==> config.mk <==
export PLATFORM = sky130hd
export DESIGN_NAME = bitmask_lane_scheduler
export DESIGN_NICKNAME = d
export VERILOG_FILES = /design/src/rtl/bitmask_lane_scheduler.sv
export SDC_FILE = /design/constraint.sdc
export NUM_CORES = 1
export LEC_CHECK = 0
export BUFFER_PORTS_ARGS = -buffer_cell sky130_fd_sc_hd__buf_2
export CAP_MARGIN = 20
export CELL_PAD_IN_SITES_DETAIL_PLACEMENT = 0
export CELL_PAD_IN_SITES_GLOBAL_PLACEMENT = 1
export CORE_ASPECT_RATIO = 2
export CORE_MARGIN = 4
export CORE_UTILIZATION = 38
export DETAILED_ROUTE_END_ITERATION = 6
export GPL_TIMING_DRIVEN = 0
export PLACE_DENSITY_LB_ADDON = 0.05
export SLEW_MARGIN = 5
export SYNTH_ARGS = -nofsm -noshare
export SYNTH_HDL_FRONTEND = slang
export SYNTH_SLANG_ARGS = --single-unit
==> constraint.sdc <==
create_clock -name clk -period 3.9 [get_ports clk]
set_input_delay 0.585 -clock clk [delete_from_list [all_inputs] [get_ports clk]]
set_output_delay 0.585 -clock clk [all_outputs]
set_load 0.01 [all_outputs]
==> src/rtl/bitmask_lane_scheduler.sv <==
// Essential-bit lane sequencer: emits the lowest remaining set bit of every lane per beat.
// Optional macro BITSIM_SCHED_SKIP_ZERO_EN drops all-zero groups without emitting a beat.
module bitmask_lane_scheduler #(
  parameter int LANES = 8
) (
  input  logic                 clk,
  input  logic                 reset,
  input  logic                 in_val,
  output logic                 in_rdy,
  input  logic [LANES*7-1:0]   in_mask,
  output logic                 out_val,
  input  logic                 out_rdy,
  output logic [LANES*3-1:0]   out_idx,
  output logic [LANES-1:0]     out_lane_val,
  output logic [2:0]           out_beat,
  output logic                 out_last,
  output logic                 busy
);

  typedef enum logic [0:0] {IDLE = 1'b0, RUN = 1'b1} state_t;

`ifdef BITSIM_SCHED_SKIP_ZERO_EN
  localparam logic SKIP_ZERO = 1'b1;
`else
  localparam logic SKIP_ZERO = 1'b0;
`endif

  state_t     state_r, state_s;
  logic [6:0] mask_r [LANES];
  logic [6:0] mask_s [LANES];
  logic [2:0] beat_r, beat_s;
  logic       run_s, fire_s, accept_s, last_s, in_zero_s;

  // Lowest set bit wins; an empty mask encodes to 0.
  function automatic logic [2:0] lsb_idx(input logic [6:0] m);
    casez (m)
      7'b??????1: lsb_idx = 3'd0;
      7'b?????10: lsb_idx = 3'd1;
      7'b????100: lsb_idx = 3'd2;
      7'b???1000: lsb_idx = 3'd3;
      7'b??10000: lsb_idx = 3'd4;
      7'b?100000: lsb_idx = 3'd5;
      7'b1000000: lsb_idx = 3'd6;
      default:    lsb_idx = 3'd0;
    endcase
  endfunction

  function automatic logic at_most_one(input logic [6:0] m);
    at_most_one = ((m & (m - 7'd1)) == 7'd0);
  endfunction

  assign run_s     = (state_r == RUN) && !reset;
  assign fire_s    = run_s && out_rdy;
  assign in_rdy    = !reset && ((state_r == IDLE) || (fire_s && last_s));
  assign accept_s  = in_val && in_rdy;
  assign in_zero_s = (in_mask == {(LANES*7){1'b0}});
  assign out_val   = run_s;
  assign busy      = run_s;
  assign out_last  = run_s && last_s;
  assign out_beat  = run_s ? beat_r : 3'd0;

  // Per-lane lowest-set-bit encoders and last-beat detection
  always_comb begin
    out_idx      = {(LANES*3){1'b0}};
    out_lane_val = {LANES{1'b0}};
    last_s       = 1'b1;
    for (int i = 0; i < LANES; i++) begin
      if (run_s) begin
        out_idx[3*i +: 3] = lsb_idx(mask_r[i]);
        out_lane_val[i]   = |mask_r[i];
      end else begin
        out_idx[3*i +: 3] = 3'd0;
        out_lane_val[i]   = 1'b0;
      end
      last_s = last_s & at_most_one(mask_r[i]);
    end
  end

  // Next-state, mask and beat-counter logic
  always_comb begin
    state_s = state_r;
    beat_s  = beat_r;
    for (int i = 0; i < LANES; i++) mask_s[i] = mask_r[i];
    case (state_r)
      IDLE: begin
        if (accept_s) begin
          for (int i = 0; i < LANES; i++) mask_s[i] = in_mask[7*i +: 7];
          beat_s  = 3'd0;
          state_s = (SKIP_ZERO && in_zero_s) ? IDLE : RUN;
        end else begin
          state_s = IDLE;
        end
      end
      RUN: begin
        if (fire_s) begin
          if (accept_s) begin
            // Back-to-back handoff on the last beat: load without a bubble
            for (int i = 0; i < LANES; i++) mask_s[i] = in_mask[7*i +: 7];
            beat_s  = 3'd0;
            state_s = (SKIP_ZERO && in_zero_s) ? IDLE : RUN;
          end else if (last_s) begin
            for (int i = 0; i < LANES; i++) mask_s[i] = 7'd0;
            beat_s  = 3'd0;
            state_s = IDLE;
          end else begin
            for (int i = 0; i < LANES; i++) mask_s[i] = mask_r[i] & (mask_r[i] - 7'd1);
            beat_s  = beat_r + 3'd1;
            state_s = RUN;
          end
        end else begin
          state_s = RUN;
        end
      end
      default: begin
        state_s = IDLE;
      end
    endcase
  end

  // State, mask and beat registers with synchronous reset
  always_ff @(posedge clk) begin
    if (reset) begin
      state_r <= IDLE;
      beat_r  <= 3'd0;
      for (int i = 0; i < LANES; i++) mask_r[i] <= 7'd0;
    end else begin
      state_r <= state_s;
      beat_r  <= beat_s;
      for (int i = 0; i < LANES; i++) mask_r[i] <= mask_s[i];
    end
  end

endmodule

; ---- After elaboration in Yosys (flattened, before gate mapping)
; Memory sizes are Yosys's and may differ from the RTL's.
; Cells that the tools add are included.
[word_totals]
reg_bits = 4
latchBits = 0
ram_bits = 56
mem_bits_ro = 0
in_bits = 60
out_inout_bits = 39
wordCells = 162
n_memories = 1
[classes]
add_sub_neg = 9
multipliers = 0
n_div = 0
order_cmp = 0
n_eq_ne = 50
shifts = 0
muxes = 51
n_bitwise = 24
n_reduce_logical = 25
[mem_list]
columns = name, depth, width, read_ports, rd_ports_with_merged_regs, write_ports, line
row1 = mask_r, 8, 7, 8, 0, 8, 29  ; logic [6:0] mask_r [LANES];
[ops]
columns = cell, count
row1 = 56-bit two-way mux, 4
row2 = 3-bit case mux with 6 select lines, 8
row3 = 56-bit case mux with 2 select lines, 1
row4 = 7-bit AND, 8
row5 = 7-bit == test (second input constant), 8
row6 = 7-bit zero test, 8
row7 = 7-bit two-way mux, 8
row8 = 7-bit OR reduction, 8
row9 = 7-bit by 1-bit subtractor with 7-bit output (second input constant), 8
row10 = 6-bit == test (second input constant), 8
row11 = 5-bit == test (second input constant), 8
row12 = 3-bit two-way mux, 13
row13 = 4-bit == test (second input constant), 8
row14 = 3-bit == test (second input constant), 8
row15 = 2-bit == test (second input constant), 8
row16 = 1-bit two-way mux, 15
row17 = 1-bit bitwise OR, 8
row18 = 1-bit AND, 7
row19 = 1-bit logical AND, 6
row20 = 3-bit case mux with 2 select lines, 1
row21 = 3-bit by 1-bit adder with 3-bit output (second input constant), 1
row22 = 2-bit by 1-bit != test with 1-bit output (second input constant), 1
row23 = 2-bit != test (second input constant), 1
row24 = 1-bit case mux with 2 select lines, 1
row25 = 4 further kinds, 4

; ---- Longest topological paths before layout
[depth]
word_depth = 18
mapped_depth = 10

; ---- Worst setup path before layout
; Ideal clock, no wire load.
[synth_path]
path_type = reg2out
from = mem mask_r[7][1] (netlist: mask_r[1][22])
to = out in_rdy
arrival_ps = 2397
setup_slack_ps = 918
path_stages_with_launch = 9
n_path_buf = 2
cell_sequence = dfxtp_1 buf_6 or4_1 buf_2 o31a_1 or4_1 nor4_1 a31oi_1 nor2_1
[synth_rtl]
columns = item, line
row1 = "start, declared", 29
row2 = "end, declared", 9  ; output logic in_rdy,

==> out/results.ini <==
[clock_network]
cts_tree = built
clkSinkCount = 60
clockBufferDepth = 2
clkSlewWorstSetupHoldPaths_ns = 0.05
worst_skew_pair.late_latency_ns = 0.33
cts_root_buffer = clkbuf_16
cts_setup_buffers = 0
htree_levels = 3
cts_resized = 1
cts_buffers = 9
ctsHoldBuffers = 0

[status]
status = finished clean

[drt]
dr.first_iter.drc_count = 436
first_pass_iters = 5
finalWirelength_mm = 16.21
drc = 0
drtAntennaViolNets = 0
num_vias = 4550
via_per_inst = 5.963
avgRoutedWirePerCell_um = 21.24

[worst_setup_path]
endpoint_kind = primary output
worstSetupStartpointType = flop
crit_fanout = 10
required_ns = 3.31
crit_arrival_ns = 3.15
crit_type = reg -> out

[placement]
dp.cells = 748
place.port_buffers = 98
dp_hpwl_mm = 12.06
post_dp_cell_area_sq_um = 4481
gp_congestion = 0.9192
dp_slack_ns = 0.3462

[logic_synthesis]
yosys_register_bits = 60
ys_types = 46
syn_avg_cell_area_sq_um = 7.384
synth_seq_area_share = 0.3140
synth_edf_count = 0
synth_top_area_share = 0.3140
synth_top_cells_by_area = dfxtp_1, a22oi_1, a21oi_1
yosysTopAreaCell = dfxtp_1
synthTopCellsByCount = dfxtp_1, nor2_1, clkbuf_1, a21oi_1, a22oi_1
synth_fp_nets = 579
synthArstFlopShare = 0
post-synth-top-count-cell = dfxtp_1
syn_area_sq_um = 3825
ys_warn_count = 0
synthCells = 518
synthFlopType = dfxtp_1

[final_layout]
layout-drive-gt1-share = 0.2076
final_util = 0.4888
nets = 688
nFillCells = 1068
final_cell_area_sq_um = 4772
syn2layout_area_growth_pct = 24.76
antenna_cells = 0
fin_cells = 763

[timing]
relSlewSlack = 0.4086
drv_slew = 0
finalSetupTns_ns = 0
fin_skew_ns = 0.007366
fin_crit_ns = 3.736
holdWs_ns = 0.4679
period_share = 0.9579
finalHoldViolations = 0
setup_violations = 0
fmax_mhz = 267.7
rsz0062_at_grt = no
tightest_slew_ns = 0.8871
fin_ws_ns = 0.1643

[global_route]
antenna_found_initial = 0
grt_pass1_vias = 4404
grt_overflow = 0
grt_usage = 0.2792
grt_max_degree = 11
grt_pass1_wl_mm = 24.85

[floorplanning]
rows = 51
core_region_area_sq_um = 9763
die_w_um = 78.94
dieArea_sq_um = 11830
pin_count = 99
die_y_um = 149.9
initial_utilization = 0.3918

[worst_hold_path]
hold_class = reg -> reg

[power]
p_leak_nw = 1.971
peakVddDrop_uv = 237.5
total_power_mw = 2.141
cellPowerDensity_nw_per_um2 = 448.7

[run]
cap_violations = 0

-- cell families (layout without fill, tap and decap cells) --
kind of cell    after synthesis  after routing  share of synthesized area
compound gates              165            165                     0.3042
simple gates                212            212                     0.2826
mux                           1              1                   0.002617
flops                        60             60                     0.3140
fa+ha+maj                     1              1                   0.003271
buf+inv                      79            192                    0.09323
-- power by group --
| group | leakage (nW) | switching, mW | total [mW] | internal, mW |
|---|---|---|---|---|
| registers | 0.490 | 0.0489 | 0.714 | 0.665 |
| logic | 1.34 | 0.398 | 0.640 | 0.242 |
| clock network | 0.140 | 0.280 | 0.788 | 0.508 |
| total | 1.97 | 0.726 | 2.14 | 1.41 |
-- path summary, 6_finish.rpt --
kind | from | to | slack, ns | cells after the start
max | mask_r[1][22] | in_rdy | 0.16 | 9
min | beat_r[1] | beat_r[1] | 0.47 | 2
max reg2reg | mask_r[0][22] | mask_r[1][24] | 0.59 | 10
min reg2reg | beat_r[1] | beat_r[1] | 0.47 | 2
-- metal layers --
layer,part of all wire,GRT usage
met1,0.39,0.3123
met2,0.52,0.5081
met3,0.048,0.03916
met4,0.041,0.1360
met5,0,0
-- cell usage in the layout (no fill, tap or decap), drive strengths merged, types with 9 or more instances in the layout --
cell	netlist	final
nor4	16	16
a21oi	42	42
or4	10	10
inv	10	10
nand3	22	22
a22oi	39	39
o21ai	10	10
buf	17	115
nand4	17	17
a31oi	9	9
clkbuf	52	65
nor2	55	55
nor3	25	25
dfxtp	60	60
nand2b	9	9
o31ai	9	9
nand2	31	31
-- worst max-delay path: stages, from the launching register on --
cell     delay, ns
dfxtp_1       0.30
buf_6         0.14
or4_1         0.48
buf_2         0.17
o31a_1        0.32
or4_1         0.50
nor4_2        0.42
a31oi_1       0.17
nor2_1        0.16
buf_2         0.16
-- final cells by class --
type                            instances  area, sq um  share of cell area
Multi-Input combinational cell        379         2273              0.4764
Buffer                                 69        319.1             0.06686
Clock inverter                          2        35.03            0.007341
Sequential cell                        60         1201              0.2517
Clock buffer                           13        250.2             0.05244
Inverter                               10        37.54            0.007866
Tap cell                              132        165.2             0.03461
Timing Repair Buffer                   98        490.5              0.1028
-- state kept, by name (all words and copies together), names as in the netlist --
name,flops
beat_r,3
state_r,1
mask_r,56
(Power assumes the default switching activity.)
